===== config.mk =====
export PLATFORM = sky130hd
export DESIGN_NAME = xor_stream_encryptor
export DESIGN_NICKNAME = d
export VERILOG_FILES = /design/src/rtl/xor_stream_encryptor.sv
export SDC_FILE = /design/constraint.sdc
export NUM_CORES = 1
export LEC_CHECK = 0
export ABC_AREA = 0
export BUFFER_PORTS_ARGS = -buffer_cell sky130_fd_sc_hd__buf_2
export CAP_MARGIN = 20
export CORE_UTILIZATION = 47
export DETAILED_ROUTE_END_ITERATION = 12
export GPL_TIMING_DRIVEN = 0
export PLACE_DENSITY = 0.86
export SLEW_MARGIN = 20
export SYNTH_ARGS = -nofsm -noshare
export SYNTH_HDL_FRONTEND = slang
export SYNTH_SLANG_ARGS = --single-unit

===== constraint.sdc =====
create_clock -name iClk -period 1.6 [get_ports iClk]
set_input_delay 0.16 -clock iClk [delete_from_list [all_inputs] [get_ports iClk]]
set_output_delay 0.16 -clock iClk [all_outputs]
set_load 0.005 [all_outputs]

===== src/rtl/xor_stream_encryptor.sv =====
// XOR stream encryptor: snapshots a full key and message, then emits the
// ciphertext serially MSB first with the key repeated cyclically.
module xor_stream_encryptor #(
    parameter int MSG_SIZE = 16,
    parameter int KEY_SIZE = 8,
    localparam int MCW = $clog2(MSG_SIZE) + 1,
    localparam int KCW = $clog2(KEY_SIZE) + 1
) (
    input  logic                iClk,
    input  logic                iRst,
    input  logic                iEn,
    input  logic [KEY_SIZE-1:0] iKey,
    input  logic [KCW-1:0]      iKey_count,
    input  logic [MSG_SIZE-1:0] iMsg,
    input  logic [MCW-1:0]      iMsg_count,
    output logic                oSerial_out,
    output logic                oValid,
    output logic                oBusy,
    output logic                oDone,
    output logic [MCW-1:0]      oBit_counter
);

    typedef enum logic [1:0] {
        S_IDLE,
        S_SHIFT,
        S_DONE
    } state_e;

    state_e              state_q, state_d;
    logic [MSG_SIZE-1:0] msg_q, msg_d;
    logic [KEY_SIZE-1:0] key_q, key_d;
    logic [MCW-1:0]      cnt_q, cnt_d;
    logic                serial_q, serial_d;
    logic                valid_q, valid_d;
    logic                busy_q, busy_d;
    logic                done_q, done_d;

    logic msg_full;
    logic key_full;
    logic start;

    // Counts above full are deliberately not treated as full.
    assign msg_full = (iMsg_count == MCW'(MSG_SIZE));
    assign key_full = (iKey_count == KCW'(KEY_SIZE));
    assign start    = iEn && msg_full && key_full;

    always_comb begin
        state_d  = state_q;
        msg_d    = msg_q;
        key_d    = key_q;
        cnt_d    = cnt_q;
        serial_d = serial_q;
        valid_d  = 1'b0;
        busy_d   = busy_q;
        done_d   = done_q;
        unique case (state_q)
            S_IDLE: begin
                if (start) begin
                    msg_d   = iMsg;
                    key_d   = iKey;
                    cnt_d   = '0;
                    busy_d  = 1'b1;
                    state_d = S_SHIFT;
                end
            end
            S_SHIFT: begin
                if (iEn) begin
                    if (cnt_q == MCW'(MSG_SIZE)) begin
                        busy_d  = 1'b0;
                        done_d  = 1'b1;
                        state_d = S_DONE;
                    end else begin
                        serial_d = msg_q[MSG_SIZE-1] ^ key_q[KEY_SIZE-1];
                        valid_d  = 1'b1;
                        msg_d    = {msg_q[MSG_SIZE-2:0], 1'b0};
                        key_d    = {key_q[KEY_SIZE-2:0], key_q[KEY_SIZE-1]};
                        cnt_d    = cnt_q + MCW'(1);
                    end
                end
            end
            S_DONE: begin
                // Wait for upstream to re-arm so a full message is sent once.
                if (!msg_full) begin
                    done_d  = 1'b0;
                    state_d = S_IDLE;
                end
            end
            default: state_d = S_IDLE;
        endcase
    end

    always_ff @(posedge iClk or negedge iRst) begin
        if (!iRst) begin
            state_q  <= S_IDLE;
            msg_q    <= '0;
            key_q    <= '0;
            cnt_q    <= '0;
            serial_q <= 1'b0;
            valid_q  <= 1'b0;
            busy_q   <= 1'b0;
            done_q   <= 1'b0;
        end else begin
            state_q  <= state_d;
            msg_q    <= msg_d;
            key_q    <= key_d;
            cnt_q    <= cnt_d;
            serial_q <= serial_d;
            valid_q  <= valid_d;
            busy_q   <= busy_d;
            done_q   <= done_d;
        end
    end

    assign oSerial_out  = serial_q;
    assign oValid       = valid_q;
    assign oBusy        = busy_q;
    assign oDone        = done_q;
    assign oBit_counter = cnt_q;

endmodule


==> metrics <==
Port Buffers 44; Worst-path clk slew roughly 0.07 ns; DP Area 2040 µm²; Antenna diodes 0; Startpoint Class input pin; CP required around 1.8 ns; Post-DP HPWL 2.43 mm; maximum vdd ir drop 0.591 mV; clock root cell clkbuf_8; CTS tree yes; Async SR Flop Fraction 1.00; antenna viol nets, final 0; FILL cells roughly 270; worst setup margin -0.134 ns; CP max stage delay 0.53 ns; PwrDens 1130 nW/µm²; number of global-route vias before repair 1460; most frequent cells in the layout nand2_1, buf_2, dfrtp_1, mux2_4, buf_6; die area 4000 µm²; Layout Skew 0.00586 ns; status complete, but fails checks; commonest non-fill, non-tap cell in the layout nand2_1; die height 63.3 µm; Crit path max-delay family simple AND/OR/NAND/NOR gates; drt wl/cell 13.6 µm; fin cells 293; post-route cell area 2350 µm²; CP dominant cell by count buf_6; total wire length 3.98 mm; FF+latch area 877 µm²; Buf+Inv Stages, Crit Path 2; post-synth top area share 0.496; sequential fraction of the synthesis area 0.496; largest net degree at the start of global routing 36; CP max stage cell or4b_4; Synth cell types 28; Max Buffers Root-to-Sink 2; GRT Util Overall 0.211; area of the multi-input gates 941 µm²; Post-synth EDFFs 0; H-tree depth 2; type of the worst min-delay path input pin to register; Worst Max-Slew Pin Slew between 0.7 and 0.8 ns; I/O pin cnt between 40 and 50; Achievable Freq 0.577 GHz; Hold Violations, Final 0; post-route setup TNS -2.60 ns; min Tclk post-route 1.73 ns; leakage power 0.00123 µW; fin util 0.679; gr ovfl total 0; DR pass1 iterations 4; area leader, netlist dfrtp_1; Main synth FF type dfrtp_1; Worst Path Arrival 1.90 ns; Worst Setup End Kind register; initial core utilization 0.509; GPL Wtd Cong 0.835; first-pass GRT wire length 6.55 mm; cts bufs inserted 5; WHS 0.129 ns; RSZ-0062 raised after global routing true; layout cells sized above 1 0.405; P&R area growth vs syn 33.5%; core area 3470 µm²; worst-path cell chain buf_6 -> or4b_4 -> or3_4 -> o21ai_4 -> buf_6 -> mux2_4; dpl cells roughly 280; net count after synthesis 224; # rows 21; Syn Area/Cell about 9.5 µm²; vias after detailed routing 1484; synth top area cells dfrtp_1, nand2_1, mux2_2, o21ai_0, ha_1; MaxCap Viol Count 0; crit-path max FO 5; initial antenna violation count 0; Mapped Area 1760 µm²; crit share post-route 1.08; synthesized instance count between 150 and 200; fin. max-slew vios 0; Relative slew margins 0.484; yosys warns 0; CP Class input pin to register; Synth Register Bits 35; Clock Latency Late Sink around 0.29 ns; fin nets between 200 and 300; # clock sinks 35; failing checks setup timing; DRC viols 0; Vias/cell 5.06; DIE WIDTH around 63 µm; initial DRC count between 80 and 90; setup violators final 23
==> layer usage <==
layer  global-route usage  up-vias  wire (µm)  share of wire
li1                     -      734          -              -
met2                0.340       34       1960           0.49
met5                    0        -          0              0
met4               0.0966        0         65          0.016
met3               0.0399        7        127          0.032
met1                0.275      709       1830           0.46
==> area by class of cell <==
type	count	area share
Multi-Input combinational cell	136	0.400
Sequential cell	35	0.372
Timing Repair Buffer	55	0.139
Clock buffer	5	0.0292
Tap cell	46	0.0244
Buffer	7	0.0197
Inverter	6	0.00956
Clock inverter	3	0.00638
==> report_power, final <==
group / switching (µW) / internal [µW] / leakage [µW] / total, µW
clock: 323 / 298 / 0.0000477 / 620
sequential: 157 / 1120 / 0.000454 / 1270
combinational: 283 / 474 / 0.000724 / 757
==> metrics by stage <==
step                      setup WS [ns]  power [µW]
after global placement           -0.570        1770
after detailed placement         -0.602        1810
after floorplan                  -0.368        1610
after CTS                        -0.170        2550
after global routing             -0.159        2810
final                            -0.134        2650
==> timing repair <==
action	4_1_cts	5_1_grt
cloned	2	0
hold buffers	1	0
gates resized for setup	28	17
setup endpoints to repair	30	30
pin swaps	3	3
setup buffers	6	2
hold endpoints to repair	35	0
==> sequential cells by signal, summed over array words and instances, names as in the netlist <==
register,cells
oBusy,1
oBit_counter,5
oSerial_out,1
key_q,8
msg_q,16
oValid,1
state_q,2
oDone,1
==> cell usage after synthesis (all sizes together), types with 2 or more instances <==
master and instances:
ha 2, mux2 23, inv 6, o22ai 2, nand2b 2, nand2 72
clkbuf 6, a21oi 3, dfrtp 35, nand3 5, buf 3, mux2i 2
nor2 4, o21ai 8, nor3 2
==> path summary, 6_finish.rpt <==
check / to / start / slack, ns / cells after the start
min: msg_q[0]$_DFFE_PN0P_ / iMsg[0] / 0.13 / 2
min reg2reg: msg_q[7]$_DFFE_PN0P_ / msg_q[7]$_DFFE_PN0P_ / 0.51 / 1
max: key_q[7]$_DFFE_PN0P_ / iMsg_count[2] / -0.13 / 6
max reg2reg: key_q[7]$_DFFE_PN0P_ / state_q[0]$_DFFE_PN0P_ / -0.12 / 4
min in group asynchronous: oDone$_DFFE_PN0P_ / iRst / 0.48 / 2
max in group asynchronous: state_q[0]$_DFFE_PN0P_ / iRst / 0.59 / 2
==> kinds of logic after synthesis <==
family	Yosys count	synth area share
flops	35	0.496
compound gates	18	0.0702
fa+ha+maj	2	0.0142
mux	25	0.158
simple gates	90	0.215
xor+xnor	1	0.00497
buf+inv	15	0.0411
No activity file was read; power rests on OpenSTA's default activity.
